--- src/rtl/spi_target_sync.sv ---
// SPI target that oversamples sclk, cs_n and sdi in the clk domain; all four CPOL/CPHA modes.
// Received words come out as strobes. Transmit words go through a one-entry valid/ready buffer.
module spi_target_sync #(
    parameter int                    DATA_WIDTH  = 8,
    parameter bit                    CPOL        = 1'b0,
    parameter bit                    CPHA        = 1'b0,
    parameter bit                    MSB_FIRST   = 1'b1,
    parameter int                    SYNC_STAGES = 2,
    parameter logic [DATA_WIDTH-1:0] FILL        = {DATA_WIDTH{1'b1}},
    localparam int                   BCW         = $clog2(DATA_WIDTH + 1)
) (
    input  logic                  clk,
    input  logic                  reset,
    input  logic                  spi_sclk,
    input  logic                  spi_cs_n,
    input  logic                  spi_sdi,
    output logic                  spi_sdo,
    output logic                  spi_sdo_oe,
    input  logic [DATA_WIDTH-1:0] tx_data,
    input  logic                  tx_valid,
    output logic                  tx_ready,
    output logic [DATA_WIDTH-1:0] rx_data,
    output logic                  rx_valid,
    output logic                  frame_start,
    output logic                  frame_end,
    output logic                  tx_underrun,
    output logic [BCW-1:0]        bit_count
);
    // state  | meaning
    // IDLE   | deselected (or waiting for cs_n high after reset)
    // ACTIVE | selected, shifting words
    typedef enum logic {IDLE, ACTIVE} state_t;

    state_t                  state_q, state_d;
    logic [SYNC_STAGES-1:0]  sclk_sync_q, sclk_sync_d, cs_sync_q, cs_sync_d;
    logic [SYNC_STAGES-1:0]  sdi_sync_q, sdi_sync_d, vld_q, vld_d;
    logic                    sclk_prev_q, sclk_prev_d, armed_q, armed_d, fresh_q, fresh_d;
    logic [BCW-1:0]          bit_count_q, bit_count_d;
    logic [DATA_WIDTH-1:0]   sh_in_q, sh_in_d, sh_out_q, sh_out_d, buf_q, buf_d, rx_data_q, rx_data_d;
    logic                    buf_full_q, buf_full_d, rx_valid_q, rx_valid_d;
    logic                    frame_start_q, frame_start_d, frame_end_q, frame_end_d;
    logic                    tx_underrun_q, tx_underrun_d, word_load;
    logic                    sclk_s, cs_s, sdi_s, lead_edge, trail_edge, sample_edge, shift_edge;

    assign sclk_s      = sclk_sync_q[SYNC_STAGES-1];
    assign cs_s        = cs_sync_q[SYNC_STAGES-1];
    assign sdi_s       = sdi_sync_q[SYNC_STAGES-1];
    assign lead_edge   = (sclk_prev_q == CPOL) && (sclk_s != CPOL);
    assign trail_edge  = (sclk_prev_q != CPOL) && (sclk_s == CPOL);
    assign sample_edge = CPHA ? trail_edge : lead_edge;
    assign shift_edge  = CPHA ? lead_edge : trail_edge;

    always_comb begin
        sclk_sync_d   = {sclk_sync_q[SYNC_STAGES-2:0], spi_sclk};
        cs_sync_d     = {cs_sync_q[SYNC_STAGES-2:0], spi_cs_n};
        sdi_sync_d    = {sdi_sync_q[SYNC_STAGES-2:0], spi_sdi};
        vld_d         = {vld_q[SYNC_STAGES-2:0], 1'b1};
        sclk_prev_d   = sclk_s;
        // After reset, only a cs_n high seen through a flushed synchroniser arms frame detection.
        armed_d       = armed_q | (vld_q[SYNC_STAGES-1] & cs_s);
        state_d       = state_q;
        bit_count_d   = bit_count_q;
        sh_in_d       = sh_in_q;
        sh_out_d      = sh_out_q;
        fresh_d       = fresh_q;
        rx_data_d     = rx_data_q;
        rx_valid_d    = 1'b0;
        frame_start_d = 1'b0;
        frame_end_d   = 1'b0;
        tx_underrun_d = 1'b0;
        word_load     = 1'b0;
        case (state_q)
            IDLE: begin
                if (armed_q && !cs_s) begin
                    state_d       = ACTIVE;
                    frame_start_d = 1'b1;
                    bit_count_d   = '0;
                    fresh_d       = 1'b1;
                    word_load     = 1'b1;
                end
            end
            ACTIVE: begin
                if (cs_s) begin
                    state_d     = IDLE;
                    frame_end_d = 1'b1;
                    bit_count_d = '0;
                end else begin
                    if (sample_edge) begin
                        sh_in_d = MSB_FIRST ? {sh_in_q[DATA_WIDTH-2:0], sdi_s}
                                            : {sdi_s, sh_in_q[DATA_WIDTH-1:1]};
                        if (bit_count_q == BCW'(DATA_WIDTH - 1)) begin
                            rx_data_d   = sh_in_d;
                            rx_valid_d  = 1'b1;
                            bit_count_d = '0;
                            fresh_d     = 1'b0;
                        end else begin
                            bit_count_d = bit_count_q + BCW'(1);
                        end
                    end
                    if (shift_edge) begin
                        // CPHA=1: the frame-entry load already drives bit 0 of the first word.
                        if (bit_count_q == '0) begin
                            word_load = !CPHA || !fresh_q;
                        end else begin
                            sh_out_d = MSB_FIRST ? {sh_out_q[DATA_WIDTH-2:0], 1'b0}
                                                 : {1'b0, sh_out_q[DATA_WIDTH-1:1]};
                        end
                    end
                end
            end
            default: state_d = IDLE;
        endcase
        if (word_load) begin
            sh_out_d      = buf_full_q ? buf_q : FILL;
            tx_underrun_d = !buf_full_q;
        end
        buf_d      = buf_q;
        buf_full_d = buf_full_q;
        if (word_load && buf_full_q) buf_full_d = 1'b0;
        if (tx_valid && !buf_full_q) begin
            buf_d      = tx_data;
            buf_full_d = 1'b1;
        end
    end

    always_ff @(posedge clk or posedge reset) begin
        if (reset) begin
            sclk_sync_q   <= {SYNC_STAGES{CPOL}};
            cs_sync_q     <= '1;
            sdi_sync_q    <= '0;
            vld_q         <= '0;
            sclk_prev_q   <= CPOL;
            armed_q       <= 1'b0;
            state_q       <= IDLE;
            bit_count_q   <= '0;
            sh_in_q       <= '0;
            sh_out_q      <= '0;
            fresh_q       <= 1'b0;
            buf_q         <= '0;
            buf_full_q    <= 1'b0;
            rx_data_q     <= '0;
            rx_valid_q    <= 1'b0;
            frame_start_q <= 1'b0;
            frame_end_q   <= 1'b0;
            tx_underrun_q <= 1'b0;
        end else begin
            sclk_sync_q   <= sclk_sync_d;
            cs_sync_q     <= cs_sync_d;
            sdi_sync_q    <= sdi_sync_d;
            vld_q         <= vld_d;
            sclk_prev_q   <= sclk_prev_d;
            armed_q       <= armed_d;
            state_q       <= state_d;
            bit_count_q   <= bit_count_d;
            sh_in_q       <= sh_in_d;
            sh_out_q      <= sh_out_d;
            fresh_q       <= fresh_d;
            buf_q         <= buf_d;
            buf_full_q    <= buf_full_d;
            rx_data_q     <= rx_data_d;
            rx_valid_q    <= rx_valid_d;
            frame_start_q <= frame_start_d;
            frame_end_q   <= frame_end_d;
            tx_underrun_q <= tx_underrun_d;
        end
    end

    assign spi_sdo_oe  = (state_q == ACTIVE);
    assign spi_sdo     = spi_sdo_oe && (MSB_FIRST ? sh_out_q[DATA_WIDTH-1] : sh_out_q[0]);
    assign tx_ready    = !buf_full_q;
    assign rx_data     = rx_data_q;
    assign rx_valid    = rx_valid_q;
    assign frame_start = frame_start_q;
    assign frame_end   = frame_end_q;
    assign tx_underrun = tx_underrun_q;
    assign bit_count   = bit_count_q;
endmodule

--- config.mk ---
export PLATFORM = sky130hd
export DESIGN_NAME = spi_target_sync
export DESIGN_NICKNAME = d
export VERILOG_FILES = /design/src/rtl/spi_target_sync.sv
export SDC_FILE = /design/constraint.sdc
export NUM_CORES = 1
export LEC_CHECK = 0
export ABC_CLOCK_PERIOD_IN_PS = 5200
export BUFFER_PORTS_ARGS = -buffer_cell sky130_fd_sc_hd__clkbuf_2
export CORE_MARGIN = 5
export CORE_UTILIZATION = 55
export CTS_CLUSTER_DIAMETER = 150
export DETAILED_ROUTE_END_ITERATION = 8
export GPL_TIMING_DRIVEN = 0
export PLACE_DENSITY = 0.76
export SLEW_MARGIN = 20
export SYNTH_ARGS = -nofsm -noshare
export SYNTH_HDL_FRONTEND = slang
export SYNTH_SLANG_ARGS = --single-unit
--- constraint.sdc ---
create_clock -name clk -period 5.2 [get_ports clk]
set_input_delay 0.78 -clock clk [delete_from_list [all_inputs] [get_ports clk]]
set_output_delay 0.78 -clock clk [all_outputs]
set_load 0.01 [all_outputs]
* After elaboration in Yosys (flattened, before gate mapping)
Cells that the tools add are included.
** Storage, ports and cells
- Register bits :: 51
- Output and inout bits :: 19
- Logic and storage cells :: 73
- Bits of input ports :: 14
** Operators by class
- $add $sub $neg :: 1
- Equal/unequal tests :: 5
- Bitwise logic cells :: 6
- Reduce and logical (&&, ||, !) cells :: 16
- Multiplexer cells :: 28
** Operators with widths (count)
- $mux W8 :: 6
- $mux W4 :: 4
- $mux W1 :: 15
- $pmux W4 S2 :: 1
- $reduce_and A4 Y1 :: 2
- $logic_and A1 B1 Y1 :: 6
- $reduce_bool A2 Y1 :: 3
- $add A4 B1 Y4 const B :: 1
- $eq A4 B3 Y1 const B :: 1
- $logic_not A4 Y1 :: 1
- $ne A2 B2 Y1 const B :: 2
- $not A1 Y1 :: 4
- $pmux W1 S2 :: 2
- $ne A3 B1 Y1 const B :: 1
- $reduce_and A3 Y1 :: 1
- $logic_not A1 Y1 :: 2
- $ne A2 B1 Y1 const B :: 1
- $reduce_and A2 Y1 :: 1
- $and A1 B1 Y1 :: 1
- $or A1 B1 Y1 :: 1

* Depth between registers and ports, before layout
Gate-level depths: netlist of the first run.
- Depth after elaboration :: 8
- Mapped depth :: 6
- Depth with buffers taken out :: 5

* Worst setup path after synthesis of the first run
OpenSTA, ideal clock, no wires.
- Kind :: flip-flop to flip-flop
- From :: reg bit_count_q[0], in the netlist bit_count[0]
- To :: reg rx_data_q[0], in the netlist rx_data[0]
- Arrival time :: 1.616 ns
- Stages on the path, launching flop included :: 5
- Setup time :: 0.125 ns
- Path buffers :: 0
- Data required time :: 5.075 ns
- Period minus slack after synthesis :: 1.740 ns
- Setup slack :: 3.460 ns
- Path through :: dfrtp_1 -> ha_1 -> nand3b_1 -> nor4b_4 -> mux2_2
** Between the ends
- Cells in the longest elaborated chain, start to end :: 2
** RTL lines
- start, declared :: RTL line 38 : logic [BCW-1:0] bit_count_q, bit_count_d;
- start signal, assigned :: RTL line 154 : bit_count_q <= bit_count_d;
- $eq A4 B3 Y1 :: RTL line 91 : if (bit_count_q == BCW'(DATA_WIDTH - 1)) begin
- $reduce_and A4 Y1 (no line)
- end signal, assigned :: RTL line 160 : rx_data_q <= rx_data_d;
- end, declared :: RTL line 39 : logic [DATA_WIDTH-1:0] sh_in_q, sh_in_d, sh_out_q, sh_out_d, buf_q, buf_d, rx_data_q, rx_data_d;
Every way passes these cells.
A chain may end at the register's enable or synchronous reset.

* Worst setup path in the final report of the first run
- From :: reg state_q, in the netlist spi_sdo_oe
- To :: out spi_sdo
** Between the ends
- Cells in the longest elaborated chain, start to end :: 1
** RTL lines
- start, declared :: RTL line 34 : state_t state_q, state_d;
- start signal, assigned :: RTL line 153 : state_q <= state_d;
- $logic_and A1 B1 Y1 :: RTL line 169 : assign spi_sdo = spi_sdo_oe && (MSB_FIRST ? sh_out_q[DATA_WIDTH-1] : sh_out_q[0]);
- end, declared :: RTL line 17 : output logic spi_sdo,
Every way passes these cells.

==> results by group, run 1 <==
Run status
  – Status: complete, no violations

Worst setup path
  – Critical path endpoint category: output port
  – Crit path largest cell delay: between 0.5 and 0.6 ns
  – Crit-path max FO: 9
  – WP data required: around 4.4 ns
  – CP Launch Type: flop
  – CP Buf/Inv Count: 1
  – Worst path top cell family by delay: flip-flops
  – Critical path class: reg -> out
  – Critical Path, Cell by Cell: and2_2 -> clkbuf_2
  – Worst R2R Setup Slack: approximately 3.3 ns
  – CP Data Arrival Time: about 1.3 ns
  – Worst path slowest cell: dfrtp_1

Pwr
  – Clk pwr share: 21.3%
  – Net Sw Power: between 0.0002 and 0.00025 W
  – Combinational share of power: between 10% and 20%
  – Worst vdd ir: 0.2526 mV
  – Int Pwr: slightly below 0.0006 W
  – Flop pwr share: 62.9%
  – Net Sw Frac: between 20% and 30%
  – Leak: 1.066 nW
  – PD cells: between 300 and 400 mW/mm^2

Global route
  – Number of global-route vias before repair: between 1000 and 1500
  – Initial antenna violation count: 0
  – Gr usage total: around 15%
  – Met1 Usage GRT: 17.46%
  – Largest net degree at the start of global routing: 39
  – First-pass GRT wire length: about 5.8 mm
  – Grt ovf: 0
  – Grt met2 use: 25.08%
  – Global Route met3 Usage: slightly below 4%
  – Busiest grt layer: met2

Synth
  – Largest family of logic cells by synthesized area: multiplexers
  – Synth Flop Type: dfrtp_1
  – Synth top area share: 62.06%
  – Mux cell area share after synthesis: approximately an eighth
  – XOR/XNOR Fraction of Synth Area: 0.4433%
  – Post-Syn Nets: between 150 and 200
  – Post-Synth Adder-Cell Area: under 10%
  – Post-synth ARST share: 100.0%
  – Mean post-synth cell area: roughly 14 sq um
  – Netlist cell types: 30
  – Synth area leader: dfrtp_1
  – Netlist Area Pre-Place: 0.001976 sq mm
  – Number of synthesized flops with an enable pin: 0
  – Post-synth top cells: dfrtp_1 (49), mux2_2 (23), o21a_1 (7), o22a_1 (7)
  – Top-count cell post-synth: dfrtp_1
  – Compound-Gate Fraction of Synth Area: 9.816%
  – Gate Count Post-Synth: about 140
  – Synth warn: 0
  – Ranking of synthesized cells by area: dfrtp_1 (62%), mux2_2 (13%), o22a_1 (3.1%), dfstp_2 (2.7%), o21a_1 (2.7%)
  – Flops & latches, synth: 51
  – Post-synthesis simple-gate area fraction: under 10%
  – Post-synthesis sequential area ratio: between 60% and 70%

CTS
  – Clk pin slew, worst setup/hold paths: 0.13 ns
  – Post-CTS Repair Setup Buffers: 0
  – Clock tree from TritonCTS: built
  – Post-cts sizing count: 0
  – CTS root buf: clkbuf_4
  – Clock buffer depth: 2
  – Worst skew pair latency: approximately 0.37 ns
  – CTS H-tree depth: 2
  – Clock buffer count from CTS: 5
  – # hold bufs at CTS: 0
  – CTS Sinks: between 50 and 60

STA
  – Skew final: about 0.0054 ns
  – Max-slew violations: 0
  – Highest clock rate: 492.7 MHz
  – Post-layout min period: 2.029 ns
  – Final setup viols: 0
  – RSZ-0062 raised after global routing: no
  – Setup TNS: 0 ns
  – Final Hold Vio Count: 0
  – Slew headroom: ~59%
  – Tcrit/Tclk final: 39.03%
  – Measured slew at the worst slew-check pin: between 0.6 and 0.7 ns

Floorplan
  – Core Region: roughly 0.0034 sq mm
  – Std-Cell Rows: 21
  – Die height: 69.94 microns
  – Die X: 69.94 microns
  – IO Count: 33
  – Initial Util: between 50 and 60%
  – Die footprint: about 0.005 sq mm

Routing
  – DR iter-0 viols: between 50 and 60
  – Vias per cell: 5.204
  – DR vias: approximately 1200
  – Routed length per placed instance: around 14 microns
  – DRT Pass-1 Iters: 4
  – DRC: 0
  – DRT antenna net count: 0
  – WL final: between 3 and 4 mm

Cells and area
  – NumNets Final: roughly 200
  – Final Core Density: roughly 66%
  – Filler cells: 286
  – Register area: approximately 0.0013 sq mm
  – Share of layout cells above drive strength 1: about two fifths
  – # diodes: 0
  – Layout area overhead: 14.76%
  – Multi-input gate area: about 660 sq um

Placed design
  – RePlAce Congestion: around 0.7
  – PortBufs: 32
  – DP HPWL: approximately 2.4 mm

Worst hold path
  – Hold Path Class: in -> async

Flow run
  – Max Cap Viol: 0
logic make-up (layout without fill, tap and decap cells):
group,after synthesis,in the layout
XOR/XNOR,1,1
AO/OA/AOI/OAI,26,26
other,1,1
flip-flops,51,51
multiplexers,23,23
buffers and inverters,10,51
AND/OR/NAND/NOR,25,25
adder cells (fa/ha/maj),2,2
metrics by stage:
stage	instance area (sq um)	setup slack (ns)	hold slack (ns)	instances	power, W
2_1_floorplan	1976	3.194	0.3312	139	0.0005994
3_3_place_gp	2193	2.737	0.3313	217	0.0006283
3_5_place_dp	2213	3.250	0.3358	218	0.0006412
4_1_cts	2267	3.156	0.3217	226	0.0008096
5_1_grt	2267	3.098	0.3323	226	0.0008460
6_report	2267	3.171	0.3247	226	0.0008016
cells in the final DEF (no fill, tap or decap), drive strengths merged, types with 3 or more instances in the layout:
master / n
o22a: 7
mux2: 23
nand2: 5
o21a: 7
nor2: 6
clkbuf: 41
inv: 6
dfrtp: 49
nor2b: 3
o21ai: 3
power by group through the flow:
stage          clock, W  combinational [W]  sequential (W)
2_1_floorplan         0          0.0000980        0.000501
3_3_place_gp          0           0.000119        0.000510
3_5_place_dp          0           0.000128        0.000513
4_1_cts        0.000175           0.000129        0.000505
5_1_grt        0.000191           0.000140        0.000514
6_report       0.000170           0.000127        0.000505
worst paths after layout:
check	from	endpoint	cells after the start
min reg2reg	sdi_sync_q[0]$_DFF_PP0_	sdi_sync_q[1]$_DFF_PP0_	0
min	reset	rx_data[5]$_DFFE_PP0P_	2
max reg2reg	bit_count[0]$_DFFE_PP0P_	rx_data[4]$_DFFE_PP0P_	4
max in group asynchronous	reset	cs_sync_q[1]$_DFF_PP1_	3
min in group clk	sdi_sync_q[0]$_DFF_PP0_	sdi_sync_q[1]$_DFF_PP0_	0
max	spi_sdo_oe$_DFF_PP0_	spi_sdo	2
metal layers:
| layer | part of all wire [%] | wire (microns) | vias up |
|---|---|---|---|
| met5 | 0 | 0 | - |
| met4 | 2.2 | 70 | 0 |
| met3 | 4.8 | 152 | 7 |
| met2 | 52 | 1648 | 22 |
| met1 | 41 | 1275 | 577 |
| li1 | - | - | 570 |
sequential cells by signal, indices dropped and copies added (netlist names):
name         cells
rx_data          8
cs_sync_q        2
sclk_sync_q      2
sdi_sync_q       2
tx_underrun      1
bit_count        4
sh_in_q          7
sh_out_q         8
buf_q            8
frame_end        1
buf_full_q       1
vld_q            2
sclk_prev_q      1
frame_start      1
rx_valid         1
armed_q          1
spi_sdo_oe       1
layout make-up:
type	count	share of cell area, %
Buffer	4	0.7174
Inverter	6	0.9934
Clock inverter	2	0.5519
Tap cell	46	2.539
Multi-Input combinational cell	78	29.03
Timing Repair Buffer	33	7.947
Clock buffer	6	1.821
Sequential cell	51	56.40
worst reg2reg max path, stage by stage, from the launching register on:
cell      delay [ns]
dfrtp_1         0.48
ha_1            0.25
nand3b_1        0.16
nor4b_4         0.57
mux2_2          0.41
(Power assumes the default switching activity.)
==> inputs of run 2 (changes only) <==
ABC_CLOCK_PERIOD_IN_PS = 2050   (was 5200)
CORE_UTILIZATION = 54   (was 55)
PLACE_DENSITY = 0.75   (was 0.76)
clock period = 2.05 ns   (was 5.2 ns; I/O delays follow)
==> results by group, run 2 (same netlist as run 1, synthesis figures left out) <==
CTS
  – Clk pin slew, worst setup/hold paths: 0.09 ns
  – CTS Sinks: 51
  – Worst skew pair latency: approximately 0.30 ns
  – CTS H-tree depth: 2
  – Clock buffer count from CTS: 5
  – Clock tree from TritonCTS: built
  – # hold bufs at CTS: 0
  – Clock buffer depth: 2
  – CTS root buf: clkbuf_8

STA
  – Setup TNS: 0 ns
  – Final setup viols: 0
  – Skew final: ~0.011 ns
  – Measured slew at the worst slew-check pin: about 0.53 ns
  – Highest clock rate: 548.0 MHz
  – Max-slew violations: 0
  – Final Hold Vio Count: 0
  – Post-layout min period: roughly 1.8 ns
  – RSZ-0062 raised after global routing: no
  – Tcrit/Tclk final: approximately 89%
  – Slew headroom: 64.58%
  – Hold slack final: approximately 0.023 ns

Pwr
  – Flop pwr share: roughly three fifths
  – Overall Power: approximately 0.0021 W
  – Int Pwr: 0.001608 W
  – Net Sw Power: 0.0005351 W
  – Leak: 1.085 nW
  – PD cells: 929.8 mW/mm^2
  – Combinational share of power: between 10 and 15%
  – Worst vdd ir: 0.5419 mV
  – Clk pwr share: about a quarter
  – Net Sw Frac: around a quarter

Global route
  – First-pass GRT wire length: between 5 and 6 mm
  – Largest net degree at the start of global routing: 28
  – Number of global-route vias before repair: ~1200
  – Gr usage total: between 10% and 20%
  – Grt ovf: 0
  – Initial antenna violation count: 0

Worst setup path
  – WP data required: 2.23 ns
  – Critical Path, Cell by Cell: ha_1 -> nand3b_1 -> nor4b_4 -> buf_4 -> mux2_2
  – Critical path class: reg -> reg
  – CP Launch Type: flop
  – Crit path largest cell delay: roughly 0.47 ns
  – Critical path endpoint category: flop
  – CP Data Arrival Time: around 2.0 ns
  – Worst path slowest cell: dfrtp_1
  – Worst R2R Setup Slack: 0.23 ns
  – Crit-path max FO: 9
  – CP Buf/Inv Count: 1
  – RR Endpoint: rx_data[6]$_DFFE_PP0P_
  – Reg2Reg Depth: 5
  – Reg2reg start: bit_count[0]$_DFFE_PP0P_
  – Worst path top cell family by delay: flip-flops
  – Path length in cells of the critical path: 5

Cells and area
  – Layout area overhead: 16.66%
  – # diodes: 0
  – Most frequent cells in the layout: dfrtp_1 (49), clkbuf_2 (32), mux2_2 (23)
  – Leading cell type in the layout, fill and taps excluded: dfrtp_1
  – NumNets Final: 196
  – Share of layout cells above drive strength 1: 40.88%

Routing
  – Vias per cell: 5.109
  – DR vias: 1170
  – DRC: 0
  – DRT Pass-1 Iters: 4
  – DR iter-0 viols: 53
  – WL final: 3.166 mm
  – Routed length per placed instance: around 14 microns
  – DRT antenna net count: 0

Placed design
  – DP HPWL: 2.359 mm
  – RePlAce Congestion: approximately 0.68
  – PortBufs: 32

Floorplan
  – Die height: between 70 and 80 microns
  – Initial Util: between 50 and 60%
  – Core Region: 0.003606 sq mm
  – Die X: between 70 and 80 microns
  – Std-Cell Rows: 22
  – Die footprint: just under 0.005 sq mm
  – IO Count: 33

Flow run
  – Max Cap Viol: 0

Run status
  – Status: complete, no violations

Worst hold path
  – Hold Path Class: in -> async
-- run 2: cell types whose count changed in the layout (fill, tap and decap cells not counted), sizes merged --
cell,delta
clkinvlp,-1
clkbuf,+1
buf,+1
-- run 2: how the worst max path moves through the flow --
stage / from / to / slack, ns
3_3_place_gp: reset / vld_q[0]$_DFF_PP0_ / 0.03
5_1_grt: cs_sync_q[1]$_DFF_PP1_ / sh_out_q[1]$_DFFE_PP0P_ / 0.12
6_report: bit_count[0]$_DFFE_PP0P_ / rx_data[6]$_DFFE_PP0P_ / 0.23
3_5_place_dp: bit_count[0]$_DFFE_PP0P_ / rx_data[2]$_DFFE_PP0P_ / 0.12
2_1_floorplan: bit_count[0]$_DFFE_PP0P_ / rx_data[0]$_DFFE_PP0P_ / 0.31
4_1_cts: bit_count[0]$_DFFE_PP0P_ / rx_data[6]$_DFFE_PP0P_ / 0.1
-- run 2: power by group through the flow --
stage	registers [W]	clock network (W)	logic, W
after floorplan	0.00127	0	0.000249
after global placement	0.00129	0	0.000302
after detailed placement	0.00130	0	0.000324
after CTS	0.00128	0.000557	0.000326
after global routing	0.00130	0.000593	0.000358
final	0.00128	0.000541	0.000318
-- run 2: worst register-to-register path, cell delays in order, from the launching register on --
cell      delay [ns]
dfrtp_1         0.47
ha_1            0.24
nand3b_1        0.16
nor4b_4         0.29
buf_4           0.22
mux2_2          0.35
-- run 2: area by class of cell --
class | count | area [sq um]
buffer | 4 | 16.27
clock buffer | 7 | 76.32
clock inverter | 1 | 5.005
fill | 289 | 1301
inverter | 6 | 22.52
multi-input combinational | 78 | 658.1
sequential | 51 | 1279
tap | 48 | 60.06
timing repair buffer | 34 | 187.7
-- run 2: routing by layer --
| layer | part of all wire, % | GRT usage [%] |
|---|---|---|
| met1 | 43 | 17.59 |
| met5 | 0 | 0 |
| met2 | 50 | 22.87 |
| met3 | 6.3 | 4.317 |
| met4 | 1.1 | 6.383 |
-- run 2: metrics by stage --
step | utilization, % | instances | worst slack (ns) | area [sq um]
finish | 63.91 | 229 | 0.2252 | 2305
CTS | 63.71 | 228 | 0.09708 | 2297
global route | 63.91 | 229 | 0.1215 | 2305
detailed placement | 61.45 | 220 | 0.1161 | 2216
global placement | 60.90 | 219 | 0.03408 | 2196
floorplan | - | 139 | 0.3096 | 1976
-- run 2: repair_timing --
item	CTS	global route
resized for setup	0	0
setup buffers	0	1
setup endpoints to repair	0	6
==> inputs of run 3 (changes only) <==
CORE_UTILIZATION = 55   (was 54)
CTS_BUF_LIST = sky130_fd_sc_hd__clkbuf_4   (was not set)
CTS_CLUSTER_DIAMETER = 40   (was 150)
PLACE_DENSITY = 0.76   (was 0.75)
==> results by group, run 3 (same netlist as run 1, synthesis figures left out) <==
Run status
  – Status: complete, no violations

Routing
  – Routed length per placed instance: between 10 and 15 microns
  – DR vias: roughly 1200
  – DRT antenna net count: 0
  – DRC: 0
  – WL final: ~3.2 mm
  – DR iter-0 viols: 36
  – DRT Pass-1 Iters: 4
  – Vias per cell: 5.166

CTS
  – Worst skew pair latency: ~0.36 ns
  – Post-cts sizing count: 0
  – Clock buffer depth: 2
  – Clk pin slew, worst setup/hold paths: 0.13 ns
  – Clock tree from TritonCTS: built
  – CTS root buf: clkbuf_4
  – Clock buffer count from CTS: 5
  – CTS H-tree depth: 2
  – CTS Sinks: between 50 and 60

Floorplan
  – Initial Util: approximately 58%
  – Std-Cell Rows: 21
  – Die footprint: approximately 0.005 sq mm
  – IO Count: 33
  – Core Region: about 0.0034 sq mm
  – Die X: 69.94 microns
  – Die height: 69.94 microns

Global route
  – Grt ovf: 0
  – Number of global-route vias before repair: around 1300
  – Initial antenna violation count: 0
  – First-pass GRT wire length: just under 6 mm
  – Largest net degree at the start of global routing: 39
  – Gr usage total: between 10% and 20%

Worst setup path
  – Crit path largest cell delay: 0.48 ns
  – Worst path slowest cell: dfrtp_1
  – Crit-path max FO: 9
  – Reg2Reg Depth: 5
  – Critical Path, Cell by Cell: ha_1 -> nand3b_1 -> nor4b_4 -> buf_4 -> mux2_2
  – CP Launch Type: flop
  – Critical path endpoint category: flop
  – CP Data Arrival Time: 2.09 ns
  – Critical path class: reg -> reg
  – WP data required: ~2.3 ns

Cells and area
  – Leading cell type in the layout, fill and taps excluded: dfrtp_1
  – # diodes: 0
  – NumNets Final: about 200
  – Share of layout cells above drive strength 1: 41.53%
  – Register area: around 0.0013 sq mm
  – Filler cells: approximately 280
  – Most frequent cells in the layout: dfrtp_1 (49), clkbuf_2 (32), mux2_2 (23)
  – Multi-input gate area: approximately 660 sq um
  – Final instance area: between 0.002 and 0.0025 sq mm
  – Layout area overhead: 16.34%

STA
  – RSZ-0062 raised after global routing: no
  – Setup TNS: 0 ns
  – Max-slew violations: 0
  – Final Hold Vio Count: 0
  – Final setup viols: 0
  – Post-layout min period: approximately 1.8 ns
  – Tcrit/Tclk final: about 89%
  – Highest clock rate: approximately 550 MHz
  – Skew final: around 0.0029 ns

Placed design
  – RePlAce Congestion: roughly 0.71
  – Post-DP Area: 0.002213 sq mm
  – PortBufs: 32
  – DP HPWL: ~2.4 mm

Pwr
  – Worst vdd ir: between 0.6 and 0.7 mV
  – PD cells: slightly below 900 mW/mm^2
  – Leak: about 1.1 nW

Worst hold path
  – WHS Path Cells: 1
  – Hold Path Class: in -> reg

Flow run
  – Max Cap Viol: 0
run 3: cell types whose count changed in the layout (fill, tap and decap cells not counted), sizes merged:
| cell | previous run | this run |
|---|---|---|
| dlygate4sd3 | 0 | 2 |
| clkinvlp | 0 | 1 |
| clkbuf | 42 | 41 |
run 3: path summary, 6_finish.rpt:
path	startpoint	end	slack (ns)
setup / recovery	bit_count[0]$_DFFE_PP0P_	rx_data[0]$_DFFE_PP0P_	0.22
hold reg to reg	sdi_sync_q[0]$_DFF_PP0_	sdi_sync_q[1]$_DFF_PP0_	0.36
min in group asynchronous	reset	rx_data[6]$_DFFE_PP0P_	0.41
hold / removal	spi_sdi	sdi_sync_q[0]$_DFF_PP0_	0.04
setup reg to reg	bit_count[0]$_DFFE_PP0P_	rx_data[0]$_DFFE_PP0P_	0.22
max in group asynchronous	reset	cs_sync_q[1]$_DFF_PP1_	1.08
run 3: worst max-delay path, delay by kind of cell (launching register included):
kind	cells	cell delay [ns]
muxes	1	0.35
adders and majority gates	1	0.25
and+or+nand+nor	2	0.44
DFF	1	0.48
buffers and inverters	1	0.21
run 3: where the power goes:
group	internal [W]	switching (W)
Sequential	0.00118	0.000104
Combinational	0.000194	0.000130
Clock	0.000146	0.000297
Total	0.00152	0.000531
run 3: timing repair:
action	in CTS	in global routing
setup endpoints to repair	0	8
hold buffers	2	0
buffers inserted	0	1
hold endpoints to repair	14	0
run 3: layer usage:
layer  GRT usage [%]  part of all wire, %  vias to the layer above
met1           17.66                   41                      577
met5               0                    0                        -
met2           25.08                   52                       22
li1                -                    -                      577
met4           7.021                  2.2                        0
met3           3.874                  4.9                        7
run 3: through the flow:
step | std cells | hold WS [ns] | util [%] | setup slack (ns) | power, W
2_1_floorplan | 139 | 0.3120 | - | 0.3096 | 0.001520
3_3_place_gp | 217 | 0.3313 | 64.21 | 0.05929 | 0.001594
3_5_place_dp | 218 | 0.2604 | 64.80 | 0.09962 | 0.001627
4_1_cts | 228 | 0.02085 | 67.07 | 0.07574 | 0.002070
5_1_grt | 229 | 0.01841 | 67.29 | 0.1215 | 0.002164
6_report | 229 | 0.03573 | 67.29 | 0.2249 | 0.002047
run 3: cell type report:
| cell class | count | area share [%] |
|---|---|---|
| Buffer | 4 | 0.7077 |
| Clock buffer | 6 | 1.960 |
| Clock inverter | 2 | 0.5444 |
| Inverter | 6 | 0.9799 |
| Multi-Input combinational cell | 78 | 28.63 |
| Sequential cell | 51 | 55.63 |
| Tap cell | 46 | 2.504 |
| Timing Repair Buffer | 36 | 9.036 |
